$ cat src/rtl/vga_scanout.sv
// VGA timing generator and framebuffer scanout engine.
// Divides clk down to a pixel tick, runs the h/v raster counters, prefetches
// packed pixel words from a synchronous-read RAM, and serialises them MSB-first
// into BPP-bit pixel indices. All outputs are registered and aligned to the tick.
module vga_scanout #(
    parameter int CLK_DIV  = 4,
    parameter int H_ACTIVE = 640,
    parameter int H_FP     = 16,
    parameter int H_SYNC   = 96,
    parameter int H_BP     = 48,
    parameter int V_ACTIVE = 480,
    parameter int V_FP     = 10,
    parameter int V_SYNC   = 2,
    parameter int V_BP     = 33,
    parameter int BPP      = 1,
    parameter bit SYNC_POL = 1'b0,
    parameter int ADDR_W   = 16,
    parameter int RD_LAT   = 1
) (
    input  logic              clk,
    input  logic              rst,
    input  logic [ADDR_W-1:0] fb_base,
    output logic              rd_en,
    output logic [ADDR_W-1:0] rd_addr,
    input  logic [7:0]        rd_data,
    output logic              hsync,
    output logic              vsync,
    output logic              active,
    output logic [BPP-1:0]    pix,
    output logic              frame_start,
    output logic              vblank_start
);

    localparam int H_TOTAL = H_ACTIVE + H_FP + H_SYNC + H_BP;
    localparam int V_TOTAL = V_ACTIVE + V_FP + V_SYNC + V_BP;
    localparam int PPW     = 8 / BPP;
    localparam int WORDS   = (H_ACTIVE * BPP) / 8;
    localparam int HW      = $clog2(H_TOTAL);
    localparam int VW      = $clog2(V_TOTAL);
    localparam int DIV_W   = (CLK_DIV > 1) ? $clog2(CLK_DIV) : 1;
    localparam int KW      = (WORDS > 1) ? $clog2(WORDS) : 1;

    localparam logic [DIV_W-1:0]  DIV_LAST  = DIV_W'(CLK_DIV - 1);
    localparam logic [HW-1:0]     H_LAST    = HW'(H_TOTAL - 1);
    localparam logic [HW-1:0]     H_ACT_C   = HW'(H_ACTIVE);
    localparam logic [HW-1:0]     HS_FIRST  = HW'(H_ACTIVE + H_FP);
    localparam logic [HW-1:0]     HS_LAST   = HW'(H_ACTIVE + H_FP + H_SYNC - 1);
    localparam logic [HW-1:0]     PPW_MASK  = HW'(PPW - 1);
    localparam logic [VW-1:0]     V_LAST    = VW'(V_TOTAL - 1);
    localparam logic [VW-1:0]     V_ACT_C   = VW'(V_ACTIVE);
    localparam logic [VW-1:0]     VS_FIRST  = VW'(V_ACTIVE + V_FP);
    localparam logic [VW-1:0]     VS_LAST   = VW'(V_ACTIVE + V_FP + V_SYNC - 1);
    localparam logic [KW-1:0]     K_LAST    = KW'(WORDS - 1);
    localparam logic [ADDR_W-1:0] LINE_STEP = ADDR_W'(WORDS);

    logic [DIV_W-1:0]  div_q;
    logic [HW-1:0]     h_q, h_d;
    logic [VW-1:0]     v_q, v_d, v_line_d;
    logic [ADDR_W-1:0] base_q;
    logic [ADDR_W-1:0] line_base_q, line_base_d;
    logic [KW-1:0]     k_q, k_d;
    logic [RD_LAT-1:0] rd_pipe_q;
    logic [7:0]        hold_q, hold_d;
    logic [7:0]        shift_q, shift_d;
    logic              rd_en_q, rd_en_d;
    logic [ADDR_W-1:0] rd_addr_q, rd_addr_d;
    logic              hsync_q, hsync_d;
    logic              vsync_q, vsync_d;
    logic              active_q, active_d;
    logic [BPP-1:0]    pix_q, pix_d;
    logic              frame_start_q, vblank_start_q;
    logic              tick_s, h_wrap_s, line_pref_s, word_pref_s;

    assign rd_en        = rd_en_q;
    assign rd_addr      = rd_addr_q;
    assign hsync        = hsync_q;
    assign vsync        = vsync_q;
    assign active       = active_q;
    assign pix          = pix_q;
    assign frame_start  = frame_start_q;
    assign vblank_start = vblank_start_q;

    // Next raster position, sync/active levels, prefetch decisions and pixel shift.
    always_comb begin
        tick_s   = (div_q == DIV_LAST);
        h_wrap_s = (h_q == H_LAST);
        h_d      = h_wrap_s ? {HW{1'b0}} : h_q + 1'b1;
        // v_line_d is the line that follows the current one
        v_line_d = (v_q == V_LAST) ? {VW{1'b0}} : v_q + 1'b1;
        v_d      = h_wrap_s ? v_line_d : v_q;

        hsync_d  = ((h_d >= HS_FIRST) && (h_d <= HS_LAST)) ? SYNC_POL : ~SYNC_POL;
        vsync_d  = ((v_d >= VS_FIRST) && (v_d <= VS_LAST)) ? SYNC_POL : ~SYNC_POL;
        active_d = (h_d < H_ACT_C) && (v_d < V_ACT_C);

        // Word 0 of the next visible line is fetched one pixel before the line starts
        line_pref_s = (h_d == H_LAST) && (v_line_d < V_ACT_C);
        // Word k+1 is fetched on the last pixel of word k
        word_pref_s = (h_d < H_ACT_C) && ((h_d & PPW_MASK) == PPW_MASK) &&
                      (k_q < K_LAST) && (v_q < V_ACT_C);

        line_base_d = line_base_q;
        k_d         = k_q;
        rd_en_d     = 1'b0;
        rd_addr_d   = rd_addr_q;
        if (line_pref_s) begin
            line_base_d = (v_line_d == {VW{1'b0}}) ? base_q : line_base_q + LINE_STEP;
            k_d         = {KW{1'b0}};
            rd_en_d     = 1'b1;
            rd_addr_d   = line_base_d;
        end else if (word_pref_s) begin
            k_d       = k_q + 1'b1;
            rd_en_d   = 1'b1;
            rd_addr_d = line_base_q + ADDR_W'(k_d);
        end else begin
            k_d = k_q;
        end

        // Bypass so a capture landing on the load edge is still seen
        hold_d = rd_pipe_q[RD_LAT-1] ? rd_data : hold_q;

        if (h_d < H_ACT_C) begin
            if ((h_d & PPW_MASK) == {HW{1'b0}}) begin
                shift_d = hold_d;
            end else begin
                shift_d = shift_q << BPP;
            end
        end else begin
            shift_d = shift_q;
        end

        pix_d = active_d ? shift_d[7 -: BPP] : {BPP{1'b0}};
    end

    // Read-data capture: delayed strobe lands the RAM word in the holding register.
    always_ff @(posedge clk or posedge rst) begin
        if (rst) begin
            rd_pipe_q <= {RD_LAT{1'b0}};
            hold_q    <= 8'h00;
        end else begin
            rd_pipe_q[0] <= rd_en_q;
            for (int i = 1; i < RD_LAT; i++) begin
                rd_pipe_q[i] <= rd_pipe_q[i-1];
            end
            hold_q <= hold_d;
        end
    end

    // Pixel-tick divider, raster counters, prefetch and registered video outputs.
    always_ff @(posedge clk or posedge rst) begin
        if (rst) begin
            div_q          <= {DIV_W{1'b0}};
            h_q            <= H_ACT_C;
            v_q            <= V_LAST;
            base_q         <= {ADDR_W{1'b0}};
            line_base_q    <= {ADDR_W{1'b0}};
            k_q            <= {KW{1'b0}};
            shift_q        <= 8'h00;
            rd_en_q        <= 1'b0;
            rd_addr_q      <= {ADDR_W{1'b0}};
            hsync_q        <= ~SYNC_POL;
            vsync_q        <= ~SYNC_POL;
            active_q       <= 1'b0;
            pix_q          <= {BPP{1'b0}};
            frame_start_q  <= 1'b0;
            vblank_start_q <= 1'b0;
        end else if (tick_s) begin
            div_q          <= {DIV_W{1'b0}};
            h_q            <= h_d;
            v_q            <= v_d;
            line_base_q    <= line_base_d;
            k_q            <= k_d;
            shift_q        <= shift_d;
            rd_en_q        <= rd_en_d;
            rd_addr_q      <= rd_addr_d;
            hsync_q        <= hsync_d;
            vsync_q        <= vsync_d;
            active_q       <= active_d;
            pix_q          <= pix_d;
            frame_start_q  <= (h_d == {HW{1'b0}}) && (v_d == {VW{1'b0}});
            vblank_start_q <= (h_d == {HW{1'b0}}) && (v_d == V_ACT_C);
            // Page flip: the base only moves at the start of vertical blank
            if ((h_d == {HW{1'b0}}) && (v_d == V_ACT_C)) begin
                base_q <= fb_base;
            end else begin
                base_q <= base_q;
            end
        end else begin
            div_q          <= div_q + 1'b1;
            rd_en_q        <= 1'b0;
            frame_start_q  <= 1'b0;
            vblank_start_q <= 1'b0;
        end
    end

endmodule

$ cat config.mk
export PLATFORM = sky130hd
export DESIGN_NAME = vga_scanout
export DESIGN_NICKNAME = d
export VERILOG_FILES = /design/src/rtl/vga_scanout.sv
export SDC_FILE = /design/constraint.sdc
export NUM_CORES = 1
export LEC_CHECK = 0
export ABC_AREA = 1
export CAP_MARGIN = 0
export CELL_PAD_IN_SITES_DETAIL_PLACEMENT = 1
export CELL_PAD_IN_SITES_GLOBAL_PLACEMENT = 2
export CORE_ASPECT_RATIO = 1.25
export CORE_MARGIN = 2
export CORE_UTILIZATION = 37
export CTS_BUF_LIST = sky130_fd_sc_hd__clkbuf_16
export DETAILED_ROUTE_END_ITERATION = 8
export PLACE_DENSITY = 0.94
export SETUP_SLACK_MARGIN = 0.2
export SLEW_MARGIN = 30
export SYNTH_ARGS = -nofsm -noshare
export SYNTH_HDL_FRONTEND = slang
export SYNTH_SLANG_ARGS = --single-unit
$ cat constraint.sdc
create_clock -name clk -period 7.15 [get_ports clk]
set_input_delay 2.145 -clock clk [delete_from_list [all_inputs] [get_ports clk]]
set_output_delay 2.145 -clock clk [all_outputs]
set_load 0.005 [all_outputs]
Yosys cells after proc, flatten, opt, wreduce, memory -nomap -nowiden
Index checks and enable logic that the tools add are counted.
- bits in registers: 101
- bits of input ports: 26
- output and inout port bits: 23
- word-level logic and storage cells: 77
- $add $sub $neg: 6
- $lt $le $gt $ge: 9
- equal/unequal tests: 6
- muxes and demuxes: 20
- reductions and logical operators: 18
- operators by type and width (cell ; number):
    two-way mux 16 bit ; 3
    logical NOT 10 bit ; 4
    equality test 10 bit, second input constant ; 3
    less-than comparator 10 x 9 -> 1 bit, second input constant ; 3
    two-way mux 10 bit ; 3
    two-way mux 8 bit ; 3
    adder 10 x 1 -> 10 bit, second input constant ; 2
    adder 16 x 7 -> 16 bit ; 1
    adder 16 x 7 -> 16 bit, second input constant ; 1
    two-way mux 7 bit ; 2
    equality test 10 x 9 -> 1 bit, second input constant ; 1
    >= comparator 10 bit, second input constant ; 1
    >= comparator 10 x 9 -> 1 bit, second input constant ; 1
    <= comparator 10 bit, second input constant ; 1
    <= comparator 10 x 9 -> 1 bit, second input constant ; 1
    less-than comparator 10 bit, second input constant ; 1
    logical AND 1 bit ; 9
    two-way mux 1 bit ; 8
    AND reduction 2 bit ; 4
    adder 7 x 1 -> 7 bit, second input constant ; 1
    less-than comparator 7 bit, second input constant ; 1
    equality test 3 bit, second input constant ; 1
    adder 2 x 1 -> 2 bit, second input constant ; 1
    equality test 2 bit, second input constant ; 1
    2 further kinds ; 2

Longest topological paths before layout
Gate-level depths: netlist of the first run.
- depth in word-level cells: 9
- gate-level depth with buffers: 18
- depth with buffers taken out: 17

Least setup slack after synthesis of the first run
OpenSTA, ideal clock, no wires.
- path kind: in2reg
- start: in rd_data[7]
- end: reg pix_q (netlist: pix)
- library setup time: 0.083 ns
- arrival time: 2.629 ns
- data required time: 7.067 ns
- path slack: 4.438 ns
- stages on the path: 6
- buffers on the path: 0
- path through: nand2_1 nand2_1 nor2_1 o21ai_0 nand2_1 o21ai_0
- longest elaborated chain between the ends: 4
- RTL lines (element ; RTL line ; text):
    from (decl) ; 25 ; input logic [7:0] rd_data,
    two-way mux 8 bit ; 120 ; hold_d = rd_pipe_q[RD_LAT-1] ? rd_data : hold_q;
    net hold_d[7] ; 63 ; logic [7:0] hold_q, hold_d;
    two-way mux 8 bit ; 123 ; if ((h_d & PPW_MASK) == {HW{1'b0}}) begin
    two-way mux 8 bit ; 122 ; if (h_d < H_ACT_C) begin
    two-way mux 1 bit ; 132 ; pix_d = active_d ? shift_d[7 -: BPP] : {BPP{1'b0}};
    to (signal assigned) ; 164 ; pix_q <= {BPP{1'b0}};
    to (signal assigned) ; 179 ; pix_q <= pix_d;
    to (decl) ; 70 ; logic [BPP-1:0] pix_q, pix_d;
The timed path passes the listed nets, and every way through them passes these cells.
A chain may end at the register's enable or synchronous reset.

Worst setup path after layout of the first run
- start: reg hsync_q (netlist: hsync)
- end: out hsync
- RTL lines (element ; RTL line ; text):
    from (decl) ; 67 ; logic hsync_q, hsync_d;
    from (signal assigned) ; 161 ; hsync_q <= ~SYNC_POL;
    from (signal assigned) ; 176 ; hsync_q <= hsync_d;
    to (decl) ; 26 ; output logic hsync,
No word-level cell between the ends.

==> flow_summary_export.csv, run 1 <==
group,metric,value,unit
run_status,status,"completed",
drt,drt-pass1-iter-count,4,
worst_setup_path,reg2reg_depth,13,
clocking,root_buffer,"clkbuf_16",
die,row_count,52,
power_and_ir_drop,vdd_ir_drop_max,115,uV
clocking,cts-htree-levels,3,
worst_setup_path,crit_cells,1,
yosys,synth_top_family_by_area,"simple AND/OR/NAND/NOR gates",
yosys,synthFlopType,"dfrtp_1",
sta,tightest_slew,0.793,ns
global_route,antenna_found_initial,0,
worst_setup_path,crit_path_start,"hsync",
sta,post-route-period-util,0.492,
final_layout,syn2layout_area_growth,15.4,%
final_layout,fin_nets,909,
worst_setup_path,worst-path-buf-inv,1,
clocking,clkTransAtPathRegs,0.07,ns
sta,min_period,3.52,ns
clocking,cts_sinks,101,
placement,dpl_cell_area,0.00669,mm2
final_layout,drive_gt1_frac,0.0723,
drt,remaining_drc_errors,0,
clocking,cts_tree,"built",
sta,drv_slew,0,
yosys,async_flop_share,1.00,
global_route,grt_pass1_vias,5668,
power_and_ir_drop,pwr-share-clk,0.449,
die,core-area,0.0161,mm2
placement,port_buffers,48,
power_and_ir_drop,switching_share,0.222,
sta,slew_headroom,0.471,
power_and_ir_drop,power_density,158,mW/mm2
drt,drtIter0Drc,169,
yosys,syn_area,0.00605,mm2
worst_setup_path,crit_path_start_kind,"flip-flop",
global_route,grt-ovfl-total,0,
drt,routed_wl,16.4,mm
worst_setup_path,crit_chain,"clkdlybuf4s50_1",
worst_setup_path,r2r-end,"rd_addr[6]",
yosys,synth_area_leader_cell,"dfrtp_1",
placement,hpwlAfterDp,12.2,mm
drt,vias,5417,
sta,rsz0062_at_grt,"false",
placement,gp_congestion,0.788,
worst_setup_path,cp-end-kind,"output pin",
min_path,hp-class,"flip-flop to flip-flop",
power_and_ir_drop,power_frac_comb,0.029,
sta,hold_viol_final,0,
yosys,synth-compound-area-share,0.0780,
die,initial_core_util,0.376,
power_and_ir_drop,net-switching-power,245,uW
global_route,grt_start_max_net_pins,63,
yosys,syn_inst,828,
yosys,synthAdderAreaFrac,0.0364,
clocking,clk_latency,0.36,ns
yosys,synth_top_area_frac,0.389,
clocking,ctsHoldBuffers,0,
worst_setup_path,endpoint,"hsync",
die,die_area,0.0174,mm2
sta,setup_viol,0,
clocking,post-cts-setup-buffers,0,
die,die_width,118,um
yosys,synth_cell_types,40,
yosys,synth-xor-area-share,0.0290,
clocking,clk_path_buf_depth,2,
final_layout,diodes,0,
die,num_io_pins,49,
sta,fmax,284,MHz
worst_setup_path,slowest_stage,"dfstp_2",
yosys,syn_area_per_cell,7.30,um2
power_and_ir_drop,p_seq_frac,0.522,
yosys,yosysSeqAreaShare,0.419,
power_and_ir_drop,power_leakage,0.00346,uW
yosys,ys_ff_latch,101,
worst_setup_path,r2r_slack,4.01,ns
worst_setup_path,crit_fanout,2,
drt,final_antenna_net_count,0,
worst_setup_path,path_class,"flip-flop to output pin",
sta,fin_setup_tns,0,ns
global_route,grt_pass1_wl,28.0,mm
yosys,muxShareOfSynthArea,0,
final_layout,final_area,0.00698,mm2
die,fp.dieH,147,um
worst_setup_path,rr_startpoint,"v_q[3]",
clocking,ctsResizeCount,0,
final_layout,nFillCells,2053,
worst_setup_path,critPathArrivalTime,1.37,ns
global_route,grt_usage,0.200,
yosys,yosys.area_share.simple,0.353,
yosys,yosys-top-cells-area,"dfrtp_1 (39%), nand2_1 (17%), nand3_1 (7.2%)",
yosys,synth_edf_count,0,
yosys,yosysWarningCount,0,
sta,finClkSkew,0.00642,ns
clocking,cts_buffers,9,
worst_setup_path,path_delay_family,"flip-flops",
worst_setup_path,required,5.01,ns
run,drv_cap,0,
drt,wire_per_inst,15.1,um
worst_setup_path,cpPeakStageDelay,0.53,ns
drt,routed_via_density,4.98,
power_and_ir_drop,intPower,859,uW
yosys,synthesis.nets,871,
[stage by stage]
stage / util / hold slack [ns] / total power (uW) / instances / setup slack, ns
3_3_place_gp: 0.416 / 0.415 / 620 / 1071 / 3.32
2_1_floorplan: - / 0.376 / 599 / 828 / 2.37
4_1_cts: 0.434 / 0.434 / 1120 / 1087 / 3.62
5_1_grt: 0.434 / 0.428 / 1140 / 1087 / 3.58
3_5_place_dp: 0.416 / 0.418 / 620 / 1071 / 3.33
6_report: 0.434 / 0.419 / 1100 / 1087 / 3.63
[layout by cell type (no fill, tap or decap), types with 2 or more instances in the layout]
cell type and count:
clkinv_2 2, nand2_4 4, nor2_1 57, nand3_1 87
nor3b_1 2, dfstp_2 7, nand2_2 3, o21ai_0 47
xor2_1 19, dfrtp_1 94, buf_4 5, nor2_4 2
o21ai_2 2, a31oi_1 5, nand3_2 2, clkinvlp_4 3
clkdlybuf4s50_1 48, nand3b_1 2, ha_1 16, inv_1 84
a21oi_1 22, clkbuf_16 9, o22ai_1 4, nor3_1 10
inv_2 7, o21ai_1 5, nor2_2 8, nand4_1 24
nand2_1 277
[registers in the layout (all words and copies together) (netlist names)]
signal and flops:
base_q 16, line_base_q 16, rd_addr 16, h_q 10, v_q 10, hold_q 8
shift_q 8, k_q 7, div_q 2, active 1, frame_start 1, hsync 1
pix 1, rd_en 1, rd_pipe_q 1, vblank_start 1, vsync 1
[Yosys cell counts, types with 2 or more instances]
cell,count
dfrtp_1,94
nand2_4,4
o21ai_1,5
nand3b_1,2
nor2_1,58
nand2_1,277
o21ai_2,2
buf_2,9
nand4_1,24
clkbuf_1,9
o22ai_1,4
xor2_1,19
dfstp_2,7
nor2_2,7
nand3_1,87
nor2_4,2
inv_2,7
nand3_2,2
nor3b_1,2
o21ai_0,47
ha_1,16
buf_4,5
inv_1,85
buf_6,2
a31oi_1,5
nand2_2,3
a21oi_1,22
nor3_1,10
[power groups by stage]
stage	sequential [uW]	combinational, uW	clock (uW)
after floorplan	587	12.0	0
after global placement	587	32.7	0
after detailed placement	587	33.2	0
after CTS	576	33.1	510
after global routing	576	35.7	524
final	576	31.6	496
[cell families after synthesis]
kind of cell,count (synthesis)
AO/OA/AOI/OAI,88
XOR/XNOR,20
adder cells (fa/ha/maj),17
buffers and inverters,119
flip-flops,101
AND/OR/NAND/NOR,483
[metal layers]
| layer | part of all wire | global-route usage | wire, um |
|---|---|---|---|
| met3 | 0.017 | 0.0190 | 282 |
| met1 | 0.45 | 0.247 | 7410 |
| met5 | 0 | 0 | 0 |
| met4 | 0.017 | 0.0687 | 286 |
| met2 | 0.51 | 0.362 | 8390 |
[worst min-delay path by stage]
stage                     startpoint        end  slack, ns  depth (start not counted)
after floorplan                rd_en  rd_pipe_q       0.38                          0
after global placement      div_q[0]   div_q[0]       0.42                          1
after detailed placement       rd_en  rd_pipe_q       0.42                          0
after CTS                      rd_en  rd_pipe_q       0.43                          0
after global routing           rd_en  rd_pipe_q       0.43                          0
final                          rd_en  rd_pipe_q       0.42                          0
[layout make-up]
| class | instances | area [um2] | share of cell area |
|---|---|---|---|
| Inverter | 93 | 357 | 0.0511 |
| Multi-Input combinational cell | 608 | 3010 | 0.431 |
| Clock buffer | 9 | 225 | 0.0323 |
| Tap cell | 216 | 270 | 0.0387 |
| Clock inverter | 7 | 66.3 | 0.00950 |
| Sequential cell | 101 | 2540 | 0.363 |
| Timing Repair Buffer | 53 | 518 | 0.0742 |
Power figures use the tool's default switching activity.
==> run 2: changes to the inputs <==
- CORE_UTILIZATION: 37 -> 31
- PLACE_DENSITY: 0.94 -> 0.85
- clock period: 7.15 -> 3.2 ns (I/O delays scaled with it)
==> flow_summary_export.csv, run 2 (same netlist as run 1, synthesis figures left out) <==
group,metric,value,unit
worst_setup_path,crit_fanout,18,
drt,wire_per_inst,15.3,um
clocking,cts_sinks,101,
final_layout,final_common_cell,"nand2_1",
sta,hold_viol_final,0,
sta,rsz0062_at_grt,"false",
worst_setup_path,path_class,"flip-flop to flip-flop",
sta,finalWorstSetupSlack,0.481,ns
drt,drtIter0Drc,192,
drt,vias,5475,
clocking,cts-htree-levels,3,
clocking,root_buffer,"clkbuf_16",
worst_setup_path,cp-end-kind,"flip-flop",
global_route,grt_pass1_wl,29.1,mm
die,fp.dieH,160,um
sta,drv_slew,0,
drt,drt-pass1-iter-count,4,
clocking,clk_latency,0.36,ns
final_layout,diodes,0,
worst_setup_path,reg2reg_depth,15,
global_route,grt_pass1_vias,5780,
clocking,clk_path_buf_depth,2,
power_and_ir_drop,power,2350,uW
placement,pre_cts_slack,0.461,ns
worst_setup_path,required,3.44,ns
sta,finClkSkew,0.0117,ns
die,num_io_pins,49,
global_route,grt_start_max_net_pins,102,
min_path,holdPathEnd,"div_q[0]",
sta,fmax,368,MHz
placement,gp_congestion,0.796,
sta,tightest_slew,0.647,ns
worst_setup_path,critPathArrivalTime,2.96,ns
worst_setup_path,crit_path_start_kind,"flip-flop",
global_route,grt-ovfl-total,0,
min_path,min_from,"div_q[0]",
power_and_ir_drop,power_density,334,mW/mm2
clocking,ctsHoldBuffers,0,
die,initial_core_util,0.314,
clocking,cts_buffers,9,
final_layout,drive_gt1_frac,0.0741,
worst_setup_path,r2r_slack,0.48,ns
final_layout,syn2layout_area_growth,16.3,%
clocking,post-cts-setup-buffers,0,
die,core-area,0.0193,mm2
run,drv_cap,0,
die,row_count,57,
worst_setup_path,rr_startpoint,"h_q[1]",
sta,post-route-period-util,0.850,
clocking,ctsResizeCount,0,
sta,fin_setup_tns,0,ns
power_and_ir_drop,power_leakage,0.00350,uW
global_route,grt_usage,0.176,
final_layout,most-common-layout-cells,"nand2_1 (277), dfrtp_1 (94), inv_1 (87), nand3_1 (86), nor2_1 (58)",
die,die_area,0.0206,mm2
global_route,antenna_found_initial,0,
drt,final_antenna_net_count,0,
sta,min_period,2.72,ns
min_path,hp-class,"flip-flop to flip-flop",
placement,hpwlAfterDp,12.6,mm
drt,routed_via_density,4.92,
sta,setup_viol,0,
clocking,clkTransAtPathRegs,0.07,ns
die,die_width,129,um
drt,remaining_drc_errors,0,
power_and_ir_drop,vdd_ir_drop_max,239,uV
worst_setup_path,r2r-end,"base_q[8]",
drt,routed_wl,17.1,mm
run_status,status,"completed",
placement,port_buffers,48,
final_layout,fin_nets,915,
clocking,cts_tree,"built",
min_path,min_path_cells,1,
sta,slew_headroom,0.564,
==> run 2: changes by cell type in the layout (fill, tap and decap cells not counted), moves of 2 or more <==
cell	delta
clkinv_1	+2
inv_1	+3
clkinvlp_4	-2
nor2_2	-2
buf_4	+5
==> run 2: how the worst max path moves through the flow <==
stage	start	to	slack, ns
floorplan	k_q[0]	rd_addr[13]	0.95
global placement	v_q[0]	base_q[0]	0.50
detailed placement	h_q[1]	rd_addr[1]	0.46
CTS	k_q[0]	rd_addr[13]	0.41
global route	k_q[0]	rd_addr[14]	0.20
finish	h_q[1]	base_q[8]	0.48
==> run 2: area by class of cell <==
cell class / count / area, um2
multi-input cells: 608 / 3020
well taps: 236 / 295
clock inverters: 7 / 27.5
flip-flops and latches: 101 / 2540
inverters: 93 / 358
fillers: 2410 / 12200
clock buffers: 9 / 225
repair buffers: 59 / 576
==> run 2: routing by layer <==
layer  part of all wire  track usage  up-vias
met1               0.46        0.222     2659
li1                   -            -     2747
met2               0.51        0.311       52
met5                  0            0        -
met4              0.012       0.0484        0
met3              0.020       0.0265       17
==> run 2: critical path, cell delays in order (launching register included) <==
cell and delay (ns):
dfrtp_1 0.44, ha_1 0.24, nand2_2 0.12, nor2_4 0.05
nand2_2 0.08, inv_2 0.05, nand2_4 0.11, clkinv_4 0.15
o21ai_0 0.38, nand2_1 0.13, nor2_2 0.11, nand2_2 0.09
nor2_8 0.28, nand2_4 0.21, nand2_1 0.10, nand2_1 0.05
==> run 2: power breakdown <==
part	internal [uW]	switching (uW)	total, uW
registers	1280	3.09	1290
logic	34.5	39.8	74.3
clock network	510	476	986
total	1830	518	2350
==> run 2: stage by stage <==
step | utilization | cells | instance area [um2] | hold WS, ns
5_1_grt | 0.365 | 1113 | 7040 | 0.454
2_1_floorplan | - | 828 | 6050 | 0.376
4_1_cts | 0.365 | 1113 | 7020 | 0.431
6_report | 0.365 | 1113 | 7040 | 0.428
3_5_place_dp | 0.351 | 1097 | 6770 | 0.422
3_3_place_gp | 0.351 | 1097 | 6770 | 0.412
